**config.mk**
```make
export PLATFORM = sky130hd
export DESIGN_NAME = byte_receiver
export DESIGN_NICKNAME = d
export VERILOG_FILES = /design/src/rtl/byte_receiver.sv
export SDC_FILE = /design/constraint.sdc
export NUM_CORES = 1
export LEC_CHECK = 0
export CORE_MARGIN = 3
export CORE_UTILIZATION = 30
export CTS_CLUSTER_SIZE = 10
export DETAILED_ROUTE_END_ITERATION = 8
export PLACE_DENSITY = 0.59
export SYNTH_ARGS = -nofsm -noshare
export SYNTH_HDL_FRONTEND = slang
export SYNTH_SLANG_ARGS = --single-unit
```
**constraint.sdc**
```tcl
create_clock -name i_clk_tck -period 2.4 [get_ports i_clk_tck]
set_clock_uncertainty 0.15 [all_clocks]
set_input_delay 0.48 -clock i_clk_tck [delete_from_list [all_inputs] [get_ports i_clk_tck]]
set_output_delay 0.48 -clock i_clk_tck [all_outputs]
set_load 0.05 [all_outputs]
```
**src/rtl/byte_receiver.sv**
```systemverilog
// -----------------------------------------------------------------------------
// byte_receiver
//
// Inbound JTAG data-register word assembler. Samples TDI once per TCK rising
// edge while the register is selected in Shift-DR, builds WIDTH-bit words
// MSB-first and hands each completed word to the consumer through a
// valid/ack handshake.
//
// Ports
//   i_clk_tck    TCK, all state updates on the rising edge
//   i_reset_n    asynchronous active-low reset
//   i_enable     high while this data register is selected in Shift-DR
//   i_in         TDI serial data, MSB of each word first
//   i_ack        consumer accepts the word on o_out
//   o_out        last completed word
//   o_valid      o_out holds a word not yet acknowledged
//   o_overrun    sticky: a word completed while the previous one was unacked
//   o_aborted    one-cycle pulse: enable dropped with a partial word pending
//   o_bit_count  bits of the current word received so far, 0..WIDTH-1
//
// WIDTH must be in 2..32; bit_count is fixed at 6 bits.
//
// state | meaning
// ------+---------------------------------------------------------------
// IDLE  | not selected; bit_count is 0 and no partial word is held
// SHIFT | selected; every rising edge samples one bit of the current word
// -----------------------------------------------------------------------------
module byte_receiver #(
  parameter int WIDTH = 32
) (
  input  logic             i_clk_tck,
  input  logic             i_reset_n,
  input  logic             i_enable,
  input  logic             i_in,
  input  logic             i_ack,
  output logic [WIDTH-1:0] o_out,
  output logic             o_valid,
  output logic             o_overrun,
  output logic             o_aborted,
  output logic [5:0]       o_bit_count
);

  typedef enum logic [0:0] {
    IDLE  = 1'b0,
    SHIFT = 1'b1
  } state_t;

  localparam logic [5:0] LAST_BIT = 6'(WIDTH - 1);

  state_t           r_state;
  state_t           w_state_next;

  logic [WIDTH-2:0] r_shift;
  logic [WIDTH-1:0] r_out;
  logic             r_valid;
  logic             r_overrun;
  logic             r_aborted;
  logic [5:0]       r_bit_count;

  logic             w_sample;
  logic             w_complete;
  logic             w_abort;
  logic [WIDTH-1:0] w_word;

  // Only WIDTH-1 bits of history are ever needed: the incoming bit is the
  // last one, so the completed word is the history plus the current TDI.
  assign w_word = {r_shift, i_in};

  // ---------------------------------------------------------------------------
  // FSM: state register
  // ---------------------------------------------------------------------------
  always_ff @(posedge i_clk_tck or negedge i_reset_n) begin
    if (!i_reset_n) begin
      r_state <= IDLE;
    end else begin
      r_state <= w_state_next;
    end
  end

  // ---------------------------------------------------------------------------
  // FSM: next state. A sampling edge in IDLE both enters SHIFT and captures
  // the first bit, so there is no dead cycle on entry.
  // ---------------------------------------------------------------------------
  always_comb begin
    w_state_next = r_state;
    case (r_state)
      IDLE:    if (i_enable)  w_state_next = SHIFT;
      SHIFT:   if (!i_enable) w_state_next = IDLE;
      default: w_state_next = IDLE;
    endcase
  end

  // ---------------------------------------------------------------------------
  // FSM: per-edge actions
  // ---------------------------------------------------------------------------
  always_comb begin
    w_sample   = 1'b0;
    w_complete = 1'b0;
    w_abort    = 1'b0;
    case (r_state)
      IDLE: begin
        w_sample   = i_enable;
        // Reachable only for WIDTH==... never: bit_count is 0 in IDLE, so a
        // word cannot complete on the entry edge unless WIDTH were 1.
        w_complete = i_enable && (r_bit_count == LAST_BIT);
      end
      SHIFT: begin
        w_sample   = i_enable;
        w_complete = i_enable && (r_bit_count == LAST_BIT);
        // Leaving with an empty word (right after a completion) is silent.
        w_abort    = !i_enable && (r_bit_count != 6'd0);
      end
      default: begin
        w_sample   = 1'b0;
        w_complete = 1'b0;
        w_abort    = 1'b0;
      end
    endcase
  end

  // ---------------------------------------------------------------------------
  // Shift register and bit counter
  // ---------------------------------------------------------------------------
  always_ff @(posedge i_clk_tck or negedge i_reset_n) begin
    if (!i_reset_n) begin
      r_shift     <= '0;
      r_bit_count <= 6'd0;
    end else if (w_sample) begin
      r_shift <= w_word[WIDTH-2:0];
      if (w_complete) begin
        r_bit_count <= 6'd0;
      end else begin
        r_bit_count <= r_bit_count + 6'd1;
      end
    end else begin
      // Deselected: any partial word is thrown away.
      r_shift     <= '0;
      r_bit_count <= 6'd0;
    end
  end

  // ---------------------------------------------------------------------------
  // Output word and handshake. A completing word wins over an ack on the
  // same edge: the new word loads and stays valid, and since the consumer
  // did acknowledge the previous one, no overrun is recorded.
  // ---------------------------------------------------------------------------
  always_ff @(posedge i_clk_tck or negedge i_reset_n) begin
    if (!i_reset_n) begin
      r_out     <= '0;
      r_valid   <= 1'b0;
      r_overrun <= 1'b0;
    end else begin
      if (w_complete) begin
        r_out   <= w_word;
        r_valid <= 1'b1;
      end else if (i_ack && r_valid) begin
        r_valid <= 1'b0;
      end

      if (w_complete && r_valid && !i_ack) begin
        r_overrun <= 1'b1;
      end else if (i_ack) begin
        r_overrun <= 1'b0;
      end
    end
  end

  always_ff @(posedge i_clk_tck or negedge i_reset_n) begin
    if (!i_reset_n) begin
      r_aborted <= 1'b0;
    end else begin
      r_aborted <= w_abort;
    end
  end

  assign o_out       = r_out;
  assign o_valid     = r_valid;
  assign o_overrun   = r_overrun;
  assign o_aborted   = r_aborted;
  assign o_bit_count = r_bit_count;

endmodule

```
Yosys cells after proc, flatten, opt, wreduce, memory -nomap -nowiden
Cells that the tools add are included.
{"block": "totals", "input_bits": 5, "ff_bits": 73, "wordCells": 28, "out_inout_bits": 41}
{"block": "op_classes", "eq_ne": 1, "muxes": 9, "reduce_logical": 10, "n_addsub": 1}
{"cell": "2-to-1 mux 31 bit", "n": 1}
{"cell": "2-to-1 mux 6 bit", "n": 2}
{"cell": "adder 6 x 1 -> 6 bit, second input constant", "n": 1}
{"cell": "== test 6 x 5 -> 1 bit, second input constant", "n": 1}
{"cell": "2-to-1 mux 1 bit", "n": 6}
{"cell": "nonzero test 6 bit", "n": 1}
{"cell": "logical AND 1 bit", "n": 5}
{"cell": "nonzero test 2 bit", "n": 2}
{"cell": "logical NOT 1 bit", "n": 2}

Depth between registers and ports, before layout
{"block": "logic_depth", "word_depth": 5, "mapped_depth": 6}

Least setup slack after synthesis
OpenSTA, ideal clock, no wires.
{"block": "synth_path", "path_type": "register -> register", "startpoint": "reg r_bit_count[0] (netlist: o_bit_count[0])", "endpoint": "reg r_out[10] (netlist: o_out[10])", "arrival_ns": 1.978, "required_ns": 2.125, "path_stages_with_launch": 7, "path_buffers": 2, "period_less_slack_ns": 2.253, "path_slack_ns": 0.147, "cell_sequence": "dfrtp_1 > ha_1 > nand3_2 > or3_1 > buf_6 > buf_12 > mux2_4"}
{"block": "synth_between", "elab_chain_len": 2}
{"item": "from (decl)", "line": "58", "rtl": "logic [5:0] r_bit_count;"}
{"item": "from (signal assigned)", "line": "133", "rtl": "r_bit_count <= r_bit_count + 6'd1;"}
{"item": "== test 6 x 5 -> 1 bit", "line": "105, 109"}
{"item": "logical AND 1 bit", "line": "105, 109"}
{"item": "to (signal assigned)", "line": "154", "rtl": "r_out <= w_word;"}
{"item": "to (decl)", "line": "54", "rtl": "logic [WIDTH-1:0] r_out;"}
No other way between the ends.
A chain may end at the register's enable or synchronous reset.

Worst setup path in the final report
{"block": "layout_path", "startpoint": "reg r_bit_count[3] (netlist: o_bit_count[3])", "endpoint": "out o_bit_count[3]"}
{"item": "to (decl)", "line": "40", "rtl": "output logic [5:0] o_bit_count"}
No word-level cell between the ends.

==> impl_metrics.env <==
export IMPL_initial_utilization_pct=31.17
export IMPL_critPathMaxFanout=5
export IMPL_yosysTopAreaCell="dfrtp_1"
export IMPL_crit_chain="clkdlybuf4s50_1"
export IMPL_firstDrtPassIters=4
export IMPL_clk_insertion_delay_late_ns=0.34
export IMPL_finalSetupViolCount=0
export IMPL_final_hold_violation_count=0
export IMPL_cp_required_ns=1.77
export IMPL_fillCellCount=831
export IMPL_outcome="completed"
export IMPL_ys_ff_latch=73
export IMPL_worstPathArrival_ns=1.62
export IMPL_drt_initial_drc_count=38
export IMPL_post_dp_hpwl_microns=2883
export IMPL_worst_hold_startpoint="r_shift[27]$_DFF_PN0_"
export IMPL_fin_crit_sh_pct=93.95
export IMPL_via_count=1457
export IMPL_area_growth_syn_to_layout_pct=26.57
export IMPL_rsz0062_at_grt="no"
export IMPL_pre_cts_slack_ns=0.09902
export IMPL_report_final_slew_viol_count=0
export IMPL_ys_types=23
export IMPL_wirelength_microns=4484
export IMPL_hold_class="flop to flop"
export IMPL_antenna_left=0
export IMPL_cts_tree="built"
export IMPL_cts_resized=0
export IMPL_antenna_found_initial=0
export IMPL_ir_worst_vdd_v=0.0002951
export IMPL_grt_total_usage_pct=9.823
export IMPL_cp_top_family="buffers and inverters"
export IMPL_worst_pin_slew_ns=0.5289
export IMPL_worst_path_max_delay_cell="clkdlybuf4s50_1"
export IMPL_rows=34
export IMPL_cts_made_buffers=9
export IMPL_clk_pin_slew_ns=0.07
export IMPL_synth_area_sq_mm=0.002745
export IMPL_setup_worst_path_start="o_bit_count[3]$_DFF_PN0_"
export IMPL_r2r_start="o_bit_count[0]$_DFF_PN0_"
export IMPL_synth_commonest_cells="dfrtp_1, and2_1, mux2_4, inv_1, mux2_2"
export IMPL_leakagePower_nw=1.736
export IMPL_synthesis_nets=179
export IMPL_seq_area_sq_mm=0.001827
export IMPL_async_reset_ff_share_pct=100.0
export IMPL_die_area_sq_mm=0.01033
export IMPL_synth_avg_cell_area_sq_um=15.96
export IMPL_gp_congestion=0.7176
export IMPL_root_buffer="clkbuf_8"
export IMPL_htreeDepth=3
export IMPL_maxCapViolCount=0
export IMPL_grt_pass1_wl_microns=7693
export IMPL_grt_ovfl_total=0
export IMPL_layout_min_cycle_time_ns=2.255
export IMPL_multi_input_area_sq_um=822.0
export IMPL_fin_ws_ns=0.1453
export IMPL_synthFlopType="dfrtp_1"
export IMPL_whs_ns=0.3279
export IMPL_synth_most_common_cell="dfrtp_1"
export IMPL_die_h_microns=101.7
export IMPL_n_antenna_cell=0
export IMPL_slew_limit_headroom_pct=64.63
export IMPL_crit_path_end_kind="primary output"
export IMPL_ios=46
export IMPL_synth_top_area_share_pct=66.55
export IMPL_fp_dieW_microns=101.7
export IMPL_grt_max_degree=36
export IMPL_clkSinkCount=73
export IMPL_synth_edf_count=0
export IMPL_yosys_warnings=0
export IMPL_nets=234
export IMPL_fmax_mhz=443.5
export IMPL_grt_pass1_vias=1565
export IMPL_avgViaCountPerCell=4.285
export IMPL_path_class="flop to primary output"
export IMPL_wire_per_inst_microns=13.19
export IMPL_fin_tns_setup_ns=0
export IMPL_drive_above_1_share_pct=22.84
export IMPL_drc=0
export IMPL_syn_inst=172
export IMPL_portBuffers=45
export IMPL_cts_buffer_depth=2
export IMPL_cpPeakStageDelay_ns=0.84
export IMPL_core_area_sq_mm=0.008806
export IMPL_startpoint_type="flop"
export IMPL_synth_yosys_seq_area_share_pct=66.55
export IMPL_cellPowerDensity_mw_per_mm2=609.1
export IMPL_path_buf_inv=1
export IMPL_yosys_top_cells_area="dfrtp_1, mux2_4, and2_1, buf_12, mux2_2"
[final cells by class]
class	instances	area share (%)
multi-input cells	88	23.66
inverters	4	0.4321
clock inverters	4	0.5762
flip-flops and latches	73	52.57
repair buffers	51	14.98
clock buffers	12	3.889
well taps	108	3.889
[routing by layer]
metal | share of wire, % | global-route usage (%)
met1 | 47 | 12.25
met2 | 46 | 14.44
met3 | 6.1 | 5.028
met4 | 0.89 | 3.988
met5 | 0 | 0
[power by group]
part / internal [mW] / switching, mW / total, mW
Sequential: 1.24 / 0.00704 / 1.25
Combinational: 0.0283 / 0.0591 / 0.0874
Clock: 0.369 / 0.414 / 0.784
Total: 1.64 / 0.481 / 2.12
[repair_timing]
action                    CTS  global route
hold endpoints to repair   20             0
hold buffers                1             0
setup buffers               0             0
[logic make-up (layout without fill, tap and decap cells)]
family / after synthesis / count (layout) / share of synthesized area [%]
buf+inv: 11 / 71 / 3.555
mux: 32 / 32 / 16.96
simple gates: 47 / 47 / 10.21
flops: 73 / 73 / 66.55
fa+ha+maj: 2 / 2 / 0.9114
compound gates: 4 / 4 / 0.8659
xor+xnor: 3 / 3 / 0.9573
[registers in the layout, summed over array words and instances (netlist names)]
register     flops
o_out           32
r_shift         31
o_bit_count      6
o_aborted        1
o_overrun        1
o_valid          1
r_state          1
[cells in the final DEF, fill, tap and decap left out, types with 2 or more instances in the layout]
| cell type | count |
|---|---|
| clkdlybuf4s50_1 | 44 |
| mux2_4 | 28 |
| mux2_2 | 4 |
| nor2_1 | 2 |
| inv_1 | 4 |
| nand2b_1 | 2 |
| xor2_1 | 2 |
| buf_4 | 4 |
| and2_1 | 32 |
| nand2_1 | 3 |
| buf_12 | 2 |
| nor3_1 | 3 |
| ha_1 | 2 |
| clkbuf_8 | 9 |
| clkinv_2 | 4 |
| clkbuf_1 | 3 |
| dfrtp_1 | 73 |
[through the flow]
stage	area (sq um)	cells	utilization [%]	total power, mW
floorplan	2745	172	-	1.303
CTS	3475	340	39.46	2.169
global route	3475	340	39.46	2.232
detailed placement	3309	323	37.58	1.359
finish	3475	340	39.46	2.116
global placement	3309	323	37.58	1.359
[path summary, 6_finish.rpt]
| kind | endpoint | depth (start not counted) | slack (ns) |
|---|---|---|---|
| worst max-delay path | o_bit_count[3] | 1 | 0.15 |
| worst max register to register | o_out[16]$_DFFE_PN0P_ | 5 | 0.32 |
| max in group asynchronous | r_shift[13]$_DFF_PN0_ | 3 | 1.13 |
| min in group asynchronous | o_overrun$_DFFE_PN0P_ | 2 | 0.41 |
| worst min-delay path | r_shift[28]$_DFF_PN0_ | 1 | 0.33 |
| worst min register to register | r_shift[28]$_DFF_PN0_ | 1 | 0.33 |
Note: power is estimated with default switching activity, not from simulation.
